<file path="config.mk">
export PLATFORM = sky130hd
export DESIGN_NAME = seq_divider
export DESIGN_NICKNAME = d
export VERILOG_FILES = /design/src/rtl/seq_divider.sv
export SDC_FILE = /design/constraint.sdc
export NUM_CORES = 1
export LEC_CHECK = 0
export CORE_MARGIN = 3
export CORE_UTILIZATION = 40
export CTS_CLUSTER_DIAMETER = 150
export DETAILED_ROUTE_END_ITERATION = 16
export PLACE_DENSITY = 0.67
export SYNTH_ARGS = -nofsm -noshare
export SYNTH_HDL_FRONTEND = slang
export SYNTH_SLANG_ARGS = --single-unit
export TNS_END_PERCENT = 20
</file>
<file path="constraint.sdc">
create_clock -name clk -period 2.7 [get_ports clk]
set_clock_uncertainty 0.2 [all_clocks]
set_input_delay 0.405 -clock clk [delete_from_list [all_inputs] [get_ports clk]]
set_output_delay 0.405 -clock clk [all_outputs]
set_load 0.03 [all_outputs]
</file>
<file path="src/rtl/seq_divider.sv">
// Iterative unsigned restoring divider: one quotient bit per clock, MSB first.
// The dividend shift register doubles as the quotient accumulator as its bits are consumed.
module seq_divider #(
    parameter int size = 16
) (
    input  logic            clk,
    input  logic            rst,
    input  logic            start,
    input  logic [size-1:0] dividend,
    input  logic [size-1:0] divisor,
    output logic            busy,
    output logic            done,
    output logic [size-1:0] quotient,
    output logic [size-1:0] remainder,
    output logic            div_by_zero
);

    localparam int cw = $clog2(size + 1);

    typedef enum logic [1:0] {
        IDLE = 2'd0,
        RUN  = 2'd1,
        DONE = 2'd2
    } state_t;

    state_t          state, state_nx;
    logic [size-1:0] shift_reg, shift_nx;
    logic [size-1:0] divisor_reg, divisor_nx;
    logic [size-1:0] part_rem, part_rem_nx;
    logic [size-1:0] quotient_nx, remainder_nx;
    logic [size-1:0] diff;
    logic [size:0]   trial;
    logic [cw-1:0]   count, count_nx;
    logic            dbz_nx;
    logic            q_bit;

    // The partial remainder is always below the divisor, so size bits hold it
    // between steps; only the shifted trial value needs the extra bit.
    always_comb begin
        trial = {part_rem, shift_reg[size-1]};
        q_bit = (trial >= {1'b0, divisor_reg});
        diff  = trial[size-1:0] - divisor_reg;
    end

    always_comb begin
        state_nx     = state;
        shift_nx     = shift_reg;
        divisor_nx   = divisor_reg;
        part_rem_nx  = part_rem;
        count_nx     = count;
        quotient_nx  = quotient;
        remainder_nx = remainder;
        dbz_nx       = div_by_zero;
        case (state)
            IDLE, DONE: begin
                state_nx = IDLE;
                if (start) begin
                    shift_nx    = dividend;
                    divisor_nx  = divisor;
                    part_rem_nx = '0;
                    count_nx    = '0;
                    if (divisor == '0) begin
                        state_nx     = DONE;
                        quotient_nx  = '1;
                        remainder_nx = dividend;
                        dbz_nx       = 1'b1;
                    end else begin
                        state_nx = RUN;
                    end
                end
            end
            RUN: begin
                shift_nx    = {shift_reg[size-2:0], q_bit};
                part_rem_nx = q_bit ? diff : trial[size-1:0];
                count_nx    = count + cw'(1);
                if (count == cw'(size - 1)) begin
                    state_nx     = DONE;
                    quotient_nx  = {shift_reg[size-2:0], q_bit};
                    remainder_nx = part_rem_nx;
                    dbz_nx       = 1'b0;
                end
            end
            default: state_nx = IDLE;
        endcase
    end

    always_ff @(posedge clk or posedge rst) begin
        if (rst) begin
            state       <= IDLE;
            shift_reg   <= '0;
            divisor_reg <= '0;
            part_rem    <= '0;
            count       <= '0;
            quotient    <= '0;
            remainder   <= '0;
            div_by_zero <= 1'b0;
        end else begin
            state       <= state_nx;
            shift_reg   <= shift_nx;
            divisor_reg <= divisor_nx;
            part_rem    <= part_rem_nx;
            count       <= count_nx;
            quotient    <= quotient_nx;
            remainder   <= remainder_nx;
            div_by_zero <= dbz_nx;
        end
    end

    assign busy = (state == RUN);
    assign done = (state == DONE);

endmodule

</file>
==> flow_summary.html <==
<table>
<tr><th>Metric</th><th>Value</th></tr>
<tr><th colspan="2">Finish</th></tr>
<tr><td>N_diodes</td><td>0</td></tr>
<tr><td>Syn-to-layout area delta</td><td>33.6%</td></tr>
<tr><td>Commonest cells after routing, fill and taps aside</td><td>sky130_fd_sc_hd__nand2_1 (93), sky130_fd_sc_hd__dfrtp_1 (87), sky130_fd_sc_hd__clkdlybuf4s50_1 (68), sky130_fd_sc_hd__nor2_1 (42), sky130_fd_sc_hd__buf_4 (36)</td></tr>
<tr><td>Most common library cell in the layout ignoring fill and taps</td><td>sky130_fd_sc_hd__nand2_1</td></tr>
<tr><td>Fraction of final layout cells sized beyond drive strength 1</td><td>between 15 and 20%</td></tr>
<tr><td># nets final</td><td>between 600 and 700</td></tr>
<tr><td>Core occupancy in the finished layout</td><td>about 56%</td></tr>
<tr><th colspan="2">Placed design</th></tr>
<tr><td>Dpl hpwl</td><td>~9300 um</td></tr>
<tr><td>IO buf count</td><td>69</td></tr>
<tr><td>Last weighted congestion value of the routability-driven placer</td><td>just under 0.8</td></tr>
<tr><th colspan="2">Timing</th></tr>
<tr><td>Final Cycle Share</td><td>98.2%</td></tr>
<tr><td>Unrepaired setup endpoints after global routing</td><td>true</td></tr>
<tr><td>Aggregate negative setup slack</td><td>0 ns</td></tr>
<tr><td>Tmin final</td><td>2.65 ns</td></tr>
<tr><td>Final slew viol count</td><td>0</td></tr>
<tr><td>Final setup viols</td><td>0</td></tr>
<tr><td>Transition time of the tightest slew-check pin</td><td>0.644 ns</td></tr>
<tr><td>Slew headroom</td><td>around 57%</td></tr>
<tr><td>Maximum clock frequency</td><td>roughly 380 MHz</td></tr>
<tr><td>Post-route worst hold slack</td><td>0.249 ns</td></tr>
<tr><td>Endpoints failing hold</td><td>0</td></tr>
<tr><th colspan="2">Worst setup path</th></tr>
<tr><td>Crit path arrival time</td><td>between 2 and 3 ns</td></tr>
<tr><td>Worst Setup Path Type</td><td>flip-flop to flip-flop</td></tr>
<tr><td>Critical Path Sink Type</td><td>flip-flop</td></tr>
<tr><td>Launching element type of the critical path</td><td>flip-flop</td></tr>
<tr><td>CP required</td><td>between 2 and 3 ns</td></tr>
<tr><td>Largest fanout on the critical path</td><td>8</td></tr>
<tr><th colspan="2">Global routing</th></tr>
<tr><td>Antenna violations before repair</td><td>0</td></tr>
<tr><td>Maximum number of pins on one net before global-route repair</td><td>60</td></tr>
<tr><td>Total routing resource utilization after global routing</td><td>20.2%</td></tr>
<tr><td>Met1 usage</td><td>a little under 30%</td></tr>
<tr><td>Global-route congestion overflow total</td><td>0</td></tr>
<tr><td>Number of global-route vias before repair</td><td>4035</td></tr>
<tr><td>GR Layer Usage met3</td><td>3.12%</td></tr>
<tr><td>Global routing's busiest layer</td><td>met2</td></tr>
<tr><td>Met2 routing resource usage after global routing</td><td>a little under a third</td></tr>
<tr><td>Global-route wire length before repair</td><td>between 20000 and 25000 um</td></tr>
<tr><th colspan="2">Synthesis</th></tr>
<tr><td>Sequential cell area fraction in the yosys report</td><td>between 40% and 50%</td></tr>
<tr><td>Cell Area, Synth</td><td>~0.0047 mm2</td></tr>
<tr><td>Number of enable flip-flop cells after synthesis</td><td>0</td></tr>
<tr><td>Warning count from the yosys run</td><td>0</td></tr>
<tr><td>Syn_area_per_cell</td><td>about 9.1 um2</td></tr>
<tr><td>Number of instances in the synthesized netlist</td><td>roughly 500</td></tr>
<tr><td>Register bit total from synthesis</td><td>88</td></tr>
<tr><td>Distinct cell type count of the synthesized netlist</td><td>54</td></tr>
<tr><td>Fraction of synthesis flops using an asynchronous set or reset pin</td><td>100%</td></tr>
<tr><td>Mapped Nets</td><td>566</td></tr>
<tr><td>Synth Flop Type</td><td>sky130_fd_sc_hd__dfrtp_1</td></tr>
<tr><th colspan="2">Clock tree</th></tr>
<tr><td>CTS Buf Count</td><td>9</td></tr>
<tr><td>Clock Root Buffer</td><td>sky130_fd_sc_hd__clkbuf_16</td></tr>
<tr><td>Sinks on the clock net</td><td>88</td></tr>
<tr><td>Clock Latency Late Sink</td><td>approximately 0.34 ns</td></tr>
<tr><td>Maximum buffer depth of the clock tree</td><td>2</td></tr>
<tr><td>TritonCTS clock tree</td><td>done</td></tr>
<tr><td>H-tree depth</td><td>3</td></tr>
<tr><td># hold bufs at CTS</td><td>0</td></tr>
<tr><td>Clk slew on worst S/H paths</td><td>about 0.07 ns</td></tr>
<tr><th colspan="2">Die</th></tr>
<tr><td>Chip width</td><td>114 um</td></tr>
<tr><td>Die footprint</td><td>about 0.013 mm2</td></tr>
<tr><td>DIE HEIGHT</td><td>roughly 110 um</td></tr>
<tr><td>Core box area</td><td>0.0111 mm2</td></tr>
<tr><td>Effective utilization at floorplan</td><td>about two fifths</td></tr>
<tr><td>I/O pin cnt</td><td>70</td></tr>
<tr><td>Cell Rows</td><td>38</td></tr>
<tr><th colspan="2">Min path</th></tr>
<tr><td>Worst min-delay path class</td><td>input port to asynchronous set/reset pin</td></tr>
<tr><th colspan="2">Detailed routing</th></tr>
<tr><td>Starting DRT DRC Count</td><td>310</td></tr>
<tr><td>Number of routed nets with antenna violations</td><td>0</td></tr>
<tr><td>Detailed-route via count</td><td>between 4000 and 5000</td></tr>
<tr><td>Total wirelength of the detailed-routed design</td><td>between 10000 and 15000 um</td></tr>
<tr><td>Average wire length per cell after detail routing</td><td>approximately 17 um</td></tr>
<tr><td>Number of remaining DRC errors</td><td>0</td></tr>
<tr><td>First-pass DRT Iterations</td><td>5</td></tr>
<tr><td>Detailed-route vias per instance</td><td>5.42</td></tr>
<tr><th colspan="2">Run status</th></tr>
<tr><td>Outcome</td><td>finished, final reports clean</td></tr>
<tr><th colspan="2">Flow run</th></tr>
<tr><td>Max-cap viol count</td><td>0</td></tr>
</table>
[cell families (layout without fill, tap and decap cells)]
kind of cell    Yosys count  count (layout)  synth area share (%)
compound gates          136             136                  18.5
xor+xnor                 10              10                  1.88
fa+ha+maj                19              19                  5.25
buf+inv                  50             150                  4.71
flops                    88              88                  47.1
mux                      17              17                  3.67
simple gates            192             192                  18.8
[worst max-delay path: stages (launching register included)]
cell and delay (ns):
sky130_fd_sc_hd__dfrtp_1 0.41, sky130_fd_sc_hd__ha_1 0.30, sky130_fd_sc_hd__and3_4 0.20, sky130_fd_sc_hd__nand3_4 0.08, sky130_fd_sc_hd__nor4_2 0.05, sky130_fd_sc_hd__or4_4 0.42
sky130_fd_sc_hd__a41oi_4 0.27, sky130_fd_sc_hd__buf_12 0.19, sky130_fd_sc_hd__mux2i_1 0.28, sky130_fd_sc_hd__a21oi_1 0.11
[stage by stage]
stage,std cells,setup WS [ns],area (um2)
final,752,0.0493,6240
after global routing,752,-0.0527,6240
after CTS,750,0.00896,6100
after detailed placement,731,-0.0101,5750
after global placement,731,0.00205,5750
after floorplan,512,0.141,4670
[repair_timing]
item / CTS / global route
gates cloned: 1 / 0
pin swaps: 1 / 6
buffers inserted: 2 / 3
setup endpoints to repair: 12 / 32
gates resized for setup: 9 / 26
[synth_stat cells, types with 4 or more instances]
cell,count,area share (%)
sky130_fd_sc_hd__a21o_1,7,1.1
sky130_fd_sc_hd__buf_2,5,0.54
sky130_fd_sc_hd__or3_1,4,0.54
sky130_fd_sc_hd__a31oi_1,18,2.4
sky130_fd_sc_hd__nor2b_1,4,0.54
sky130_fd_sc_hd__nor4_1,4,0.54
sky130_fd_sc_hd__mux2i_1,16,3.4
sky130_fd_sc_hd__nand3_1,14,1.5
sky130_fd_sc_hd__ha_1,18,4.8
sky130_fd_sc_hd__o211ai_1,8,1.3
sky130_fd_sc_hd__and3_1,6,0.80
sky130_fd_sc_hd__o21ai_1,18,1.9
sky130_fd_sc_hd__inv_1,22,1.8
sky130_fd_sc_hd__a22oi_1,7,1.1
sky130_fd_sc_hd__buf_1,4,0.32
sky130_fd_sc_hd__nand2_1,94,7.6
sky130_fd_sc_hd__a21oi_1,29,3.1
sky130_fd_sc_hd__a21oi_2,6,1.1
sky130_fd_sc_hd__clkbuf_1,15,1.2
sky130_fd_sc_hd__o21ai_0,26,2.8
sky130_fd_sc_hd__nand2b_1,5,0.67
sky130_fd_sc_hd__dfrtp_1,88,47
sky130_fd_sc_hd__xnor2_1,8,1.5
sky130_fd_sc_hd__nor3_1,4,0.43
sky130_fd_sc_hd__nor2_1,43,3.5
[layout make-up]
cell class	count	area, um2
fill	994	4890
inverter	23	90.1
multi-input combinational	374	2420
sequential	88	2200
tap	140	175
clock buffer	11	243
clock inverter	5	38.8
timing repair buffer	111	1070
[metal layers]
| layer | vias up | share of wire (%) |
|---|---|---|
| met1 | 1978 | 47 |
| li1 | 1983 | - |
| met2 | 100 | 47 |
| met5 | - | 0 |
| met4 | 0 | 1.7 |
| met3 | 13 | 4.4 |
[worst paths after layout]
path	slack, ns	end	cells after the start	from
worst max-delay path	0.05	remainder[15]	9	part_rem[8]
worst min-delay path	0.25	divisor_reg[6]	2	rst
worst max register to register	0.05	remainder[15]	9	part_rem[8]
worst min register to register	0.28	count[4]	2	count[4]
max in group asynchronous	1.49	quotient[11]	3	rst
min in group clk	0.28	count[4]	2	count[4]
Power is left out: the tool's default activity adds up to more than one toggle a clock period on the data nets, which glitch-free logic cannot reach.
